<file path="src/rtl/dmem_access_ctrl_pkg.sv">
// Shared types and constants for the MEM-stage data-memory access controller.
package dmem_access_ctrl_pkg;

  // Datapath / address width used across the core
  localparam int DMEM_N = 32;

  // Default cycle budget for REQ+WAIT before an access is aborted
  localparam int DMEM_TIMEOUT = 16;

  // Word accesses must have these address bits clear
  localparam logic [1:0] ALIGN_MASK = 2'b11;

  typedef enum logic [1:0] {
    IDLE = 2'd0,
    REQ  = 2'd1,
    WAIT = 2'd2,
    DONE = 2'd3
  } dmem_state_t;

endpackage

</file>
<file path="src/rtl/dmem_wait_timer.sv">
// Saturating cycle counter that bounds how long an access may sit in REQ/WAIT.
module dmem_wait_timer #(
  parameter int TIMEOUT = 16
) (
  input  logic clk,
  input  logic rstn,
  input  logic clear,
  input  logic enable,
  output logic expired
);

  localparam int W = $clog2(TIMEOUT);

  logic [W-1:0] cnt;

  assign expired = (cnt == W'(TIMEOUT - 1));

  // Clear has priority; the count parks at TIMEOUT-1 so a late grant still times out.
  always_ff @(posedge clk or negedge rstn) begin
    if (!rstn) begin
      cnt <= '0;
    end else if (clear) begin
      cnt <= '0;
    end else if (enable && !expired) begin
      cnt <= cnt + 1'b1;
    end
  end

endmodule

</file>
<file path="src/rtl/dmem_access_ctrl.sv">
// MEM-stage data-memory sequencer: issues req/gnt/rvalid transactions,
// stalls the pipeline while an access is outstanding and reports faults.
module dmem_access_ctrl
  import dmem_access_ctrl_pkg::*;
#(
  parameter int N       = DMEM_N,
  parameter int TIMEOUT = DMEM_TIMEOUT
) (
  input  logic         clk,
  input  logic         rstn,
  input  logic         mem_r_en,
  input  logic         mem_w_en,
  input  logic [N-1:0] addr,
  input  logic [N-1:0] st_val,
  input  logic         flush,
  output logic         dmem_req,
  output logic         dmem_we,
  output logic [N-1:0] dmem_addr,
  output logic [N-1:0] dmem_wdata,
  input  logic         dmem_gnt,
  input  logic         dmem_rvalid,
  input  logic [N-1:0] dmem_rdata,
  output logic         stall,
  output logic [N-1:0] ld_data,
  output logic         ld_valid,
  output logic         access_err
);

  dmem_state_t state;
  logic        drop;
  logic        op_valid;
  logic        both_en;
  logic        misalign;
  logic        op_err;
  logic        start;
  logic        tmr_clear;
  logic        tmr_en;
  logic        expired;

  assign op_valid = (mem_r_en | mem_w_en) & ~flush;
  assign both_en  = mem_r_en & mem_w_en & ~flush;
  assign misalign = |(addr[1:0] & ALIGN_MASK);
  assign op_err   = both_en | (op_valid & misalign);
  assign start    = op_valid & ~op_err;

  // Stall rises in the same cycle a legal op is seen; a flush in REQ releases it at once.
  assign stall = ((state == IDLE) & start) |
                 ((state == REQ) & ~flush) |
                 (state == WAIT);

  assign tmr_clear = (state == IDLE) & start;
  assign tmr_en    = (state == REQ) | (state == WAIT);

  dmem_wait_timer #(
    .TIMEOUT (TIMEOUT)
  ) u_timer (
    .clk     (clk),
    .rstn    (rstn),
    .clear   (tmr_clear),
    .enable  (tmr_en),
    .expired (expired)
  );

  // Access FSM with registered memory-port and result outputs.
  always_ff @(posedge clk or negedge rstn) begin
    if (!rstn) begin
      state      <= IDLE;
      dmem_req   <= 1'b0;
      dmem_we    <= 1'b0;
      dmem_addr  <= '0;
      dmem_wdata <= '0;
      ld_data    <= '0;
      ld_valid   <= 1'b0;
      access_err <= 1'b0;
      drop       <= 1'b0;
    end else begin
      ld_valid   <= 1'b0;
      access_err <= 1'b0;
      unique case (state)
        IDLE: begin
          drop <= 1'b0;
          if (op_err) begin
            access_err <= 1'b1;
          end else if (op_valid) begin
            dmem_req   <= 1'b1;
            dmem_we    <= mem_w_en;
            dmem_addr  <= addr;
            dmem_wdata <= st_val;
            state      <= REQ;
          end
        end
        REQ: begin
          // An accepted request is committed even if a flush arrives with the grant.
          if (dmem_gnt) begin
            dmem_req <= 1'b0;
            if (dmem_we) begin
              state <= DONE;
            end else begin
              drop  <= flush;
              state <= WAIT;
            end
          end else if (flush) begin
            dmem_req <= 1'b0;
            state    <= IDLE;
          end else if (expired) begin
            dmem_req   <= 1'b0;
            access_err <= 1'b1;
            state      <= DONE;
          end
        end
        WAIT: begin
          if (flush) begin
            drop <= 1'b1;
          end
          // The read cannot be recalled, so a flushed load still waits and then discards.
          if (dmem_rvalid) begin
            if (!(drop || flush)) begin
              ld_data  <= dmem_rdata;
              ld_valid <= 1'b1;
            end
            state <= DONE;
          end else if (expired) begin
            access_err <= ~(drop | flush);
            state      <= DONE;
          end
        end
        DONE: begin
          state <= IDLE;
        end
        default: state <= IDLE;
      endcase
    end
  end

endmodule
</file>
<file path="config.mk">
export PLATFORM = sky130hd
export DESIGN_NAME = dmem_access_ctrl
export DESIGN_NICKNAME = d
export VERILOG_FILES = /design/src/rtl/dmem_access_ctrl_pkg.sv /design/src/rtl/dmem_wait_timer.sv /design/src/rtl/dmem_access_ctrl.sv
export SDC_FILE = /design/constraint.sdc
export NUM_CORES = 1
export LEC_CHECK = 0
export ABC_CLOCK_PERIOD_IN_PS = 2200
export BUFFER_PORTS_ARGS = -buffer_cell sky130_fd_sc_hd__buf_2
export CORE_UTILIZATION = 45
export CTS_CLUSTER_DIAMETER = 40
export DETAILED_ROUTE_END_ITERATION = 10
export PLACE_DENSITY = 0.78
export SLEW_MARGIN = 30
export SYNTH_ARGS = -nofsm -noshare
export SYNTH_HDL_FRONTEND = slang
export SYNTH_HIERARCHICAL = 1
export SYNTH_SLANG_ARGS = --single-unit
</file>
<file path="constraint.sdc">
create_clock -name clk -period 2.2 [get_ports clk]
set_input_delay 0.44 -clock clk [delete_from_list [all_inputs] [get_ports clk]]
set_output_delay 0.44 -clock clk [all_outputs]
set_load 0.1 [all_outputs]
</file>
# == Word-level counts from Yosys, hierarchy flattened ==
# Cells that the tools add are included.
# totals
regBits,107
input_bits,103
output_inout_bits,101
word_cells,81
# classes
addsub,1
n_eq_ne,10
muxes,30
bitwise_logic,17
reduce_logical,13
# op_table
cell,count
two-way mux 1 bit,18
two-way mux 2 bit,6
"inequality test 2 bit, second input constant",5
two-way mux 4 bit,2
case mux 2 bit (4 select lines),1
AND reduction 4 bit,2
bitwise AND 1 bit,7
bitwise OR 1 bit,6
case mux 1 bit (3 select lines),2
AND reduction 3 bit,2
"adder 4 x 1 -> 4 bit, second input constant",1
"== test 2 bit, second input constant",2
"== test 4 bit, second input constant",1
"inequality test 4 x 3 -> 1 bit, second input constant",1
inverter 1 bit,4
nonzero test 2 bit,2
nonzero test 3 bit,1
"== test 2 x 1 -> 1 bit, second input constant",1
zero test 2 bit,1
case mux 1 bit (2 select lines),1
AND reduction 2 bit,1
OR reduction 2 bit,1
logical AND 1 bit,1
zero test 1 bit,1
logical OR 1 bit,1

# == Depth between registers and ports, before layout ==
# depth
depth_word,9
depth_mapped,8
mapped_depth_nobuf,6

# == By module ==
# Netlist, hierarchy kept.
# by_module_without_submodules
module,n_inst,cells_each,area_per_inst_um2,seq_area_each_um2
dmem_access_ctrl,1,391,4108.9,2577.5
dmem_wait_timer,1,20,229.0,100.1

# == Worst setup path after synthesis ==
# No wires, ideal clock.
# synth_timing
path_kind,flip-flop to output port
from,register state[0]
to,output stall
t_arrival_ns,1.992
setup_slack_ns,-0.232
stages_incl_launch_ff,8
cell_sequence,dfrtp_1 -> inv_1 -> ha_1 -> clkbuf_1 -> nand3_2 -> buf_2 -> buf_6 -> nand2_1
# synth_via
elab_chain_len,4
elab_cells_between_ends,7
classes_between,eq/ne: 2; bitwise: 4; reduce/logical: 1
# synth_rtl
element,line_no,rtl
from (decl),dmem_access_ctrl.sv:29,dmem_state_t state;
from (signal assigned),dmem_access_ctrl.sv:67,state <= IDLE;
from (signal assigned),dmem_access_ctrl.sv:89,state <= REQ;
from (signal assigned),dmem_access_ctrl.sv:97,state <= DONE;
== test 2 x 1 -> 1 bit or zero test 2 bit (tied branches),"dmem_access_ctrl.sv:48, dmem_access_ctrl.sv:47",
bitwise AND 1 bit (on tied branches),"dmem_access_ctrl.sv:48, dmem_access_ctrl.sv:47",
bitwise OR 1 bit,dmem_access_ctrl.sv:47,assign stall = ((state == IDLE) & start) |
bitwise OR 1 bit *,dmem_access_ctrl.sv:48,((state == REQ) & ~flush) |
to (decl),dmem_access_ctrl.sv:23,"output logic stall,"
# Every way passes the cells marked *; elsewhere a longest branch is shown, timed or not.

# == Final worst setup path ==
# layout_timing
from,register state[1]
to,output stall
# The elaborated chain is that of the path after synthesis.

==> key figures <==
Yosys
  • Synthesized Nets: 520
  • Yosys reg bits: 107
  • Syn Inst Count: 411
  • Ys async rst share: 100.0%
  • EDFF count, synth: 0
  • Largest family of logic cells by synthesized area: simple AND/OR/NAND/NOR gates
  • Xor/xnor share of the synthesized area: 0.2019%
  • Ys flop type: dfrtp_1
  • Synth area leader: dfrtp_1
  • Post-synthesis cell area: 0.004338 mm^2
  • Top cell type's share of synthesized area: 61.72%
  • Netlist cell types: 41
  • Count leader, synth: nand2_1
  • Post-Synth Simple-Gate Area: 20.94%
  • Register area share after synthesis: 61.72%
  • Synth warnings: 6
  • Compound-Gate Fraction of Synth Area: 3.202%
  • Post-synthesis mux area share: 8.884%
  • Synth top cells by count: nand2_1 (193), dfrtp_1 (107), mux2_2 (32)
  • Adder-cell area share of the yosys netlist: 1.731%
  • Synth top area cells: dfrtp_1 (62%), nand2_1 (17%), mux2_2 (8.3%)
  • Syn_area_per_cell: 10.55 um^2

Floorplan
  • Initial Util: 46.73%
  • Die W: 100.2 um
  • Die Y: 100.2 um
  • # rows: 35
  • Top Ports: 204
  • Die area: 0.01004 mm^2
  • Core Box Area: 0.009284 mm^2

Clock tree
  • Clock slew at reported path FFs: 110 ps
  • Clock root cell: clkbuf_8
  • Cts repair resizes: 1
  • Cts hold-fix bufs: 0
  • H-tree Lvls: 3
  • Worst-skew pair later-pin latency: 350 ps
  • CTS tree: yes
  • Clock sink count: 107
  • Max Root-Sink Buffers: 2
  • CTS Buf Count: 9
  • Post-CTS setup buffer count: 0

Placement
  • Final GP Congestion: 0.8108
  • Final HPWL DP: 7297 um
  • Port-buffer cells: 203

Critical path
  • Startpoint Class: register
  • Worst Setup End Kind: output port
  • Path type of the worst setup path: register to output port
  • Max FO, Critical Path: 7
  • Worst Path Required: 1760 ps
  • Arr. time, crit path: 1640 ps

Worst hold path
  • Hold Crit Class: primary input to asynchronous set/reset pin

Detailed routing
  • DRT antenna net count: 0
  • Drt total wl: 10020 um
  • DRC: 0
  • Vias per inst: 4.747
  • WL/cell: 13.40 um
  • DR pass1 iterations: 5
  • Vias: 3551
  • Detailed Route Iter0 Violations: 121

Timing
  • Slew headroom: 62.91%
  • Slew Limit Fails: 0
  • Final Setup Violations: 0
  • Unrepaired setup endpoints after global routing: no
  • Final TNS setup: 0 ps
  • Tcrit/Tclk final: 94.69%
  • Achievable Freq: 0.4800 GHz
  • Slew @ Worst Pin: 556.4 ps
  • Crit path time final: 2083 ps
  • Clk_skew: 17.90 ps
  • Fin Hold WS: 140.9 ps
  • Fin. Hold Viols: 0

GRT
  • Initial antenna violation count: 0
  • Global-route usage over all layers: 19.87%
  • First-pass GRT wire length: 15690 um
  • Vias in the first global route: 3455
  • Largest net degree at the start of global routing: 108
  • Total grt overflow: 0

Status
  • Outcome: complete, no violations

Run
  • Max Cap Violations: 0

Finish
  • Area Growth Syn to Fin: 31.61%
  • Post-layout util: 61.50%
  • Nets: 723
  • Layout cells sized above 1: 43.62%
  • Antenna cell count: 0
-- cell type report --
class | count | area [um^2]
Clock buffer | 10 | 137.6
Clock inverter | 6 | 71.32
Fill cell | 825 | 3575
Inverter | 7 | 26.28
Multi-Input combinational cell | 279 | 1523
Sequential cell | 107 | 2679
Tap cell | 129 | 161.4
Timing Repair Buffer | 210 | 1111
-- worst max-delay path, stage by stage (launching register included) --
cell	delay, ps
dfrtp_1	420
inv_1	90
ha_1	280
a21oi_2	240
nand2_2	90
buf_12	170
-- registers in the layout, indices dropped and copies added, names as in the netlist, 2 cells and up --
signal       count
dmem_addr       32
dmem_wdata      32
ld_data         32
state            2
u_timer/cnt      4
-- worst paths after layout --
kind	slack, ps	from	cells after the start	end
max in group asynchronous	1590	rstn	2	state[0]
max reg2reg	210	state[0]	6	ld_data[14]
max	120	state[1]	5	stall
min in group clk	270	addr[3]	3	dmem_addr[3]
min	140	rstn	2	u_timer/cnt[2]
min reg2reg	480	dmem_wdata[25]	2	dmem_wdata[25]
-- kinds of logic after synthesis --
kind of cell             Yosys count
AO/OA/AOI/OAI                     21
XOR/XNOR                           1
adder cells (fa/ha/maj)            6
buffers and inverters             25
flip-flops                       107
multiplexers                      34
AND/OR/NAND/NOR                  217
-- per-stage QoR --
stage          setup WS [ps]  cells  area [um^2]
3_3_place_gp           406.5    732         5495
4_1_cts                64.19    748         5708
6_report               116.8    748         5709
5_1_grt                11.63    748         5709
2_1_floorplan          34.74    411         4340
3_5_place_dp           282.7    732         5495
-- cell usage in the layout, fill, tap and decap left out, types with 4 or more instances in the layout --
cell type  netlist  routed
inv_1            6       6
nand2_1        193     192
ha_1             6       6
buf_2           10     201
clkbuf_8         0      10
buf_4            0       6
dfrtp_1        107     106
a21oi_1          5       4
nor2_1           4       4
mux2_2          32      32
-- per-layer routing --
layer,global-route usage (%),routed length (um)
met3,5.014,871
met4,6.020,116
met5,0,0
met2,35.51,4970
met1,23.53,4066
Power is not shown: default switching activity piles up to over one toggle a cycle in this logic, so the estimate is an artifact.
